--- config.mk ---
export PLATFORM = sky130hd
export DESIGN_NAME = bcd_e3
export DESIGN_NICKNAME = d
export VERILOG_FILES = /design/src/rtl/bcd_e3.sv
export SDC_FILE = /design/constraint.sdc
export NUM_CORES = 1
export LEC_CHECK = 0
export ABC_AREA = 1
export BUFFER_PORTS_ARGS = -buffer_cell sky130_fd_sc_hd__buf_4
export CORE_AREA = 8 8 45 47
export CTS_BUF_LIST = sky130_fd_sc_hd__clkbuf_4
export CTS_CLUSTER_DIAMETER = 30
export DETAILED_ROUTE_END_ITERATION = 8
export DIE_AREA = 0 0 53 55
export PLACE_DENSITY_LB_ADDON = 0.1
export SLEW_MARGIN = 10
export SYNTH_ARGS = -nofsm -noshare
export SYNTH_HDL_FRONTEND = slang
export SYNTH_SLANG_ARGS = --single-unit
--- constraint.sdc ---
create_clock -name clk -period 0.8 [get_ports clk]
set_input_delay 0.04 -clock clk [delete_from_list [all_inputs] [get_ports clk]]
set_output_delay 0.04 -clock clk [all_outputs]
set_load 0.005 [all_outputs]
--- src/rtl/bcd_e3.sv ---
// Registered BCD-to-Excess-3 converter for DIGITS packed digits, with one cycle of latency.
// Define BCD_E3_ERR_COUNT_EN to add a saturating 8-bit count of words that contained an invalid digit.
module bcd_e3 #(
    parameter int DIGITS = 1
) (
    input  logic                  clk,
    input  logic                  rst_n,
    input  logic                  in_valid,
    input  logic [4*DIGITS-1:0]   b,
    output logic                  out_valid,
    output logic [4*DIGITS-1:0]   e,
    output logic                  err,
    output logic [DIGITS-1:0]     err_mask
`ifdef BCD_E3_ERR_COUNT_EN
    ,
    output logic [7:0]            err_cnt
`endif
);

    localparam logic [3:0] MAX_DIGIT = 4'd9;
    localparam logic [3:0] OFFSET    = 4'd3;

    logic [4*DIGITS-1:0] e_next;
    logic [DIGITS-1:0]   err_mask_next;

    // Each digit is handled on its own, so an invalid neighbour never disturbs a valid digit.
    always_comb begin
        // NOTE: defaults first so that every path assigns every bit and no latch is inferred.
        e_next        = '0;
        err_mask_next = '0;
        for (int i = 0; i < DIGITS; i++) begin
            if (b[4*i +: 4] > MAX_DIGIT) begin
                err_mask_next[i] = 1'b1;
            end else begin
                e_next[4*i +: 4] = b[4*i +: 4] + OFFSET;
            end
        end
    end

    // Results load only on accepted words, so X/Z on b while in_valid is low cannot reach the outputs.
    always_ff @(posedge clk or negedge rst_n) begin
        // NOTE: non-blocking assignments for all state; all output registers reset so nothing is X after reset.
        if (!rst_n) begin
            out_valid <= 1'b0;
            e         <= '0;
            err       <= 1'b0;
            err_mask  <= '0;
        end else if (in_valid) begin
            out_valid <= 1'b1;
            e         <= e_next;
            err       <= |err_mask_next;
            err_mask  <= err_mask_next;
        end else begin
            out_valid <= 1'b0;
        end
    end

`ifdef BCD_E3_ERR_COUNT_EN
    // Saturating counter: it stops at 255 and only reset clears it.
    always_ff @(posedge clk or negedge rst_n) begin
        if (!rst_n) begin
            err_cnt <= '0;
        end else if (in_valid && (|err_mask_next) && (err_cnt != 8'hFF)) begin
            err_cnt <= err_cnt + 8'd1;
        end
    end
`endif

endmodule

==> metrics.txt, run 1 <==
crit path max-delay cell type dfrtp_1; mux contribution to synthesized area 0%; max-cap viol count 0; routability congestion estimate 0.708; Stages on worst setup path 1; DR pass1 iterations 2; XOR/XNOR Fraction of Synth Area 0%; Worst R2R End err; area of the multi-input gates 134 um2; antenna violations before repair 0; VDD IR-drop max 714 uV; Post-Synth Adder-Cell Area 7.97%; violated checks negative setup slack; Sink Count 6; DRC viols 0; CTS tree yes; total CTS buffers 3; hold_sp b[3]; fin. max-slew vios 0; leading post-synthesis cells by cell area dfrtp_1 48%, nand2_1 20%, ha_1 8.0%, inv_1 4.8%, nor2_1 4.8%; pwr/cell area 1650 mW/mm2; Seq cells post-synth 6; Avg Cell Area, Syn 7.66 um2; setup slack after layout -7.19 ps; crit-path max FO 3; Pwr Total 845 uW; Slew headroom 89.1%; post-synthesis cell count 41; Synth top area share 47.8%; cell family with most CP delay flip-flops; CP bufs+invs 1; Hold Path Stages 3; biggest area consumer among synthesized cells dfrtp_1; share of cells above drive strength 1 37.7%; Tot GR Track Use 6.21%; nature of the critical path startpoint flip-flop; r2r startpoint err; Final Hold Viols 0; Layout Nets 72; crit path cell chain buf_6; worst reg-to-reg setup slack 50 ps; Layout area overhead 62.9%; sequential share of the synthesized area 47.8%; fill count 152; hpwl dp 601 um; Final Skew 0 ps; crit path DAT 770 ps; Mapped Area 314 um2; Fmax 1240 MHz; # port buffers 13; Final setup viols 2; Die W 53 um; drt wl/cell 9.84 um; syn nets 50; crit path kind flip-flop to output pin; compound-cell area share of the yosys netlist 5.98%; Root Buffer clkbuf_4; first-pass GRT wire length 1.30 mm; Initial Util 22.7%; Core Area 0.00138 mm2; ant diodes 0; leakage 0.000294 uW; number of global-route vias before repair 333; WHS 63.7 ps; CP Capture Type output pin; Reg area 150 um2; H-tree level count 1; Ys Warns 0; crit share post-route 101%; Worst-Margin Slew 163 ps; CTS max path bufs 2; Die H 55 um; drt initial violations 3; Worst path max stage delay 400 ps; R2R depth 3; status complete, but fails checks; DR vias/cell 4.08; Period minus WS final 807 ps; commonest non-fill, non-tap cell in the layout nand2_1; clock-pin slew on the worst setup and hold paths 50 ps; Ports 14; largest family of logic cells by synthesized area simple AND/OR/NAND/NOR gates; number of antenna-violating nets in the routed design 0; Hold EP err; total gr overflow 0; worst hold path class primary input to flip-flop; total wire length 758 um; die area 0.00292 mm2; Skew-Pair Late Insertion Delay 240 ps; most frequent cells in the layout 17 x nand2_1, 10 x buf_4, 6 x dfrtp_1, 6 x buf_6; RSZ-0062 raised after global routing true; Std-Cell Rows 14; Cell variety after synth 12; pin count of the biggest net entering global routing 9; vias post-DR 314; Critical Path RT 760 ps; simple-gate share of the synthesized area 28.7%
stage by stage:
stage / cell area (um2) / utilization (%) / setup TNS [ps] / cells / setup WS [ps]
floorplan: 314 / - / 0 / 41 / 73.5
finish: 512 / 37.0 / -14.3 / 77 / -7.19
global placement: 432 / 31.2 / -335 / 70 / -101
detailed placement: 432 / 31.2 / -355 / 70 / -108
CTS: 497 / 35.9 / -36.2 / 77 / -16.6
global route: 512 / 37.0 / -101 / 77 / -35.4
flip-flops by register name, summed over array words and instances, names as in the netlist:
| signal | flops |
|---|---|
| err | 1 |
| e | 4 |
| out_valid | 1 |
per-layer routing:
layer,global-route usage (%),vias up,share of wire [%]
met1,6.01,140,39
met5,0,-,0
li1,-,165,-
met2,9.38,9,47
met4,5.17,0,0
met3,3.74,0,14
synth_stat cells:
master,count
dfrtp_1,6
ha_1,2
nor2_1,4
inv_1,4
buf_4,1
nand3_1,1
a21oi_1,1
o21ai_0,1
o21ai_2,1
nand2_1,17
nand2_2,1
inv_2,2
power by group:
part,switching (uW),internal (uW)
sequential,20.7,334
clock,113,170
combinational,81.2,126
total,215,630
how the worst max path moves through the flow:
stage	startpoint	to	slack, ps
floorplan	b[0]	e[2]	70
global placement	b[0]	e[2]	-100
detailed placement	b[0]	e[2]	-110
CTS	err	err_mask	-20
global route	err	err	-40
finish	err	err_mask	-7
final cells by class:
type | instances | share of cell area [%]
clock buffers | 3 | 4.40
inverters | 6 | 4.40
multi-input cells | 28 | 26.2
flip-flops and latches | 6 | 29.3
well taps | 16 | 3.91
repair buffers | 18 | 31.8
logic make-up (layout without fill, tap and decap cells):
kind of cell,count (synthesis),count (layout)
compound gates,3,3
fa+ha+maj,2,2
buf+inv,7,27
flops,6,6
simple gates,23,23
repair_timing:
action,in CTS,in global routing
gates resized for setup,2,4
endpoints found under the setup margin,5,6
buffers inserted,2,0
endpoints found under the hold margin,7,0
hold buffers,2,0
No activity file was read; power rests on OpenSTA's default activity.
==> run 2, diff against run 1 <==
--- a/config.mk
+++ b/config.mk
@@ -12,6 +12,7 @@
 export CTS_CLUSTER_DIAMETER = 30
 export DETAILED_ROUTE_END_ITERATION = 8
 export DIE_AREA = 0 0 53 55
+export HOLD_SLACK_MARGIN = 0.08
 export PLACE_DENSITY_LB_ADDON = 0.1
 export SLEW_MARGIN = 10
 export SYNTH_ARGS = -nofsm -noshare
==> metrics.txt, run 2 (synthesis results as in run 1) <==
cell family with most CP delay flip-flops; DRC viols 0 (unchanged); fill count 151 (-0.66%); hold_sp b[3]; Final Skew 0 ps (unchanged); Period minus WS final 807 ps (unchanged); DR pass1 iterations 2 (unchanged); Std-Cell Rows 14 (unchanged); Die H 55 um (unchanged); grt met2 use 9.57% (+0.20 points); Hold EP e[0]; CTS tree yes; Worst path max stage delay 400 ps (about the same); Tot GR Track Use 6.37% (+0.16 points); vias post-DR 321 (+2.2%); ant diodes 0 (unchanged); crit path max-delay cell type dfrtp_1; crit share post-route 101% (unchanged); Skew-Pair Late Insertion Delay 240 ps (about the same); routability congestion estimate 0.708 (unchanged); violated checks negative setup slack; RSZ-0062 raised after global routing true; R2R depth 3 (unchanged); Root Buffer clkbuf_4; drt initial violations 3 (unchanged); max-cap viol count 0 (unchanged); Top Usage Layer GRT met2; H-tree level count 1 (unchanged); met3 Track Usage GR 3.74% (unchanged); Final Hold Viols 0 (unchanged); hpwl dp 601 um (unchanged); crit path kind flip-flop to output pin; WHS 87.3 ps (+23.6 ps); total wire length 781 um (+3.0%); Pwr Total 849 uW (+0.54%); Layout area overhead 66.1%; number of antenna-violating nets in the routed design 0 (unchanged); commonest non-fill, non-tap cell in the layout nand2_1; pwr/cell area 1630 mW/mm2 (-1.4%); Sink Count 6 (unchanged); Worst R2R End err; die area 0.00292 mm2 (unchanged); # port buffers 13 (unchanged); Critical Path RT 760 ps (about the same); most frequent cells in the layout 17 x nand2_1, 10 x buf_4, 6 x dfrtp_1, 6 x buf_6; Slew headroom 89.1% (about the same); dpl cells 70 (unchanged); drt wl/cell 10.0 um (+1.7%); CTS max path bufs 2 (unchanged); fin. max-slew vios 0 (unchanged); number of global-route vias before repair 344 (+3.3%); total gr overflow 0 (unchanged); nature of the critical path startpoint flip-flop; Initial Util 22.7% (unchanged); crit-path max FO 3 (unchanged); Top reg by flops e; setup slack after layout -7.19 ps (unchanged); worst hold path class primary input to flip-flop; number of flip-flops in the largest register 4 (unchanged); pin count of the biggest net entering global routing 9 (unchanged); first-pass GRT wire length 1.34 mm (+3.2%); total CTS buffers 3 (unchanged); DR vias/cell 4.12 (+0.92%); leakage 0.000298 uW (+1.4%); non-filler cells, final 78 (+1.3%); Fmax 1240 MHz (unchanged); status complete, but fails checks; Stages on worst setup path 1 (unchanged); Die W 53 um (unchanged); r2r startpoint err; crit path cell chain buf_6; clock-pin slew on the worst setup and hold paths 50 ps (about the same); antenna violations before repair 0 (unchanged); largest registers e: 4 flops, err: 1 flops, out_valid: 1 flops; post-layout util 37.7% (+0.72 points); worst reg-to-reg setup slack 50 ps (about the same); Layout Nets 73 (+1.4%); CP Capture Type output pin; VDD IR-drop max 714 uV (about the same); Ports 14 (unchanged); share of cells above drive strength 1 37.1% (-0.61 points); CP bufs+invs 1 (unchanged); Core Area 0.00138 mm2 (unchanged); crit path DAT 770 ps (about the same); Hold Path Stages 4 (+1); Worst-Margin Slew 163 ps (+0.0653 ps); met1 global-route usage 6.32% (+0.31 points); Final setup viols 2 (unchanged)
-- run 2: changes by cell type in the layout (fill, tap and decap cells not counted) --
cell | previous run | this run
dlygate4sd3_1 | 2 | 3
-- run 2: what timing repair did --
action	CTS	global route
hold buffers	4	0
resized for setup	2	4
gates cloned	0	0
endpoints found under the setup margin	5	7
setup buffers	2	0
endpoints found under the hold margin	8	0
-- run 2: metrics by stage --
stage / area (um2) / worst slack [ps] / TNS, ps
detailed placement: 432 / -108 / -355
CTS: 517 / -16.6 / -36.2
global placement: 432 / -101 / -335
floorplan: 314 / 73.5 / 0
finish: 522 / -7.19 / -14.3
global route: 522 / -35.4 / -101
-- run 2: worst max path at each step --
stage / end / from / slack [ps]
final: err_mask / err / -7
after global routing: err / err / -40
after CTS: err_mask / err / -20
after detailed placement: e[2] / b[0] / -110
after global placement: e[2] / b[0] / -100
after floorplan: e[2] / b[0] / 70
-- run 2: routing by layer --
layer	up-vias	wire [um]
met5	-	0
met4	0	0
met1	145	307
li1	167	-
met2	9	366
met3	0	107
-- run 2: layout make-up --
cell class | count | area (um2) | area share, %
Timing Repair Buffer | 19 | 173 | 33.1
Sequential cell | 6 | 150 | 28.8
Multi-Input combinational cell | 28 | 134 | 25.7
Clock buffer | 3 | 22.5 | 4.32
Inverter | 6 | 22.5 | 4.32
Tap cell | 16 | 20.0 | 3.84
-- run 2: where the power goes --
group | internal (uW) | switching, uW
logic | 130 | 82.4
clock network | 170 | 113
registers | 334 | 20.7
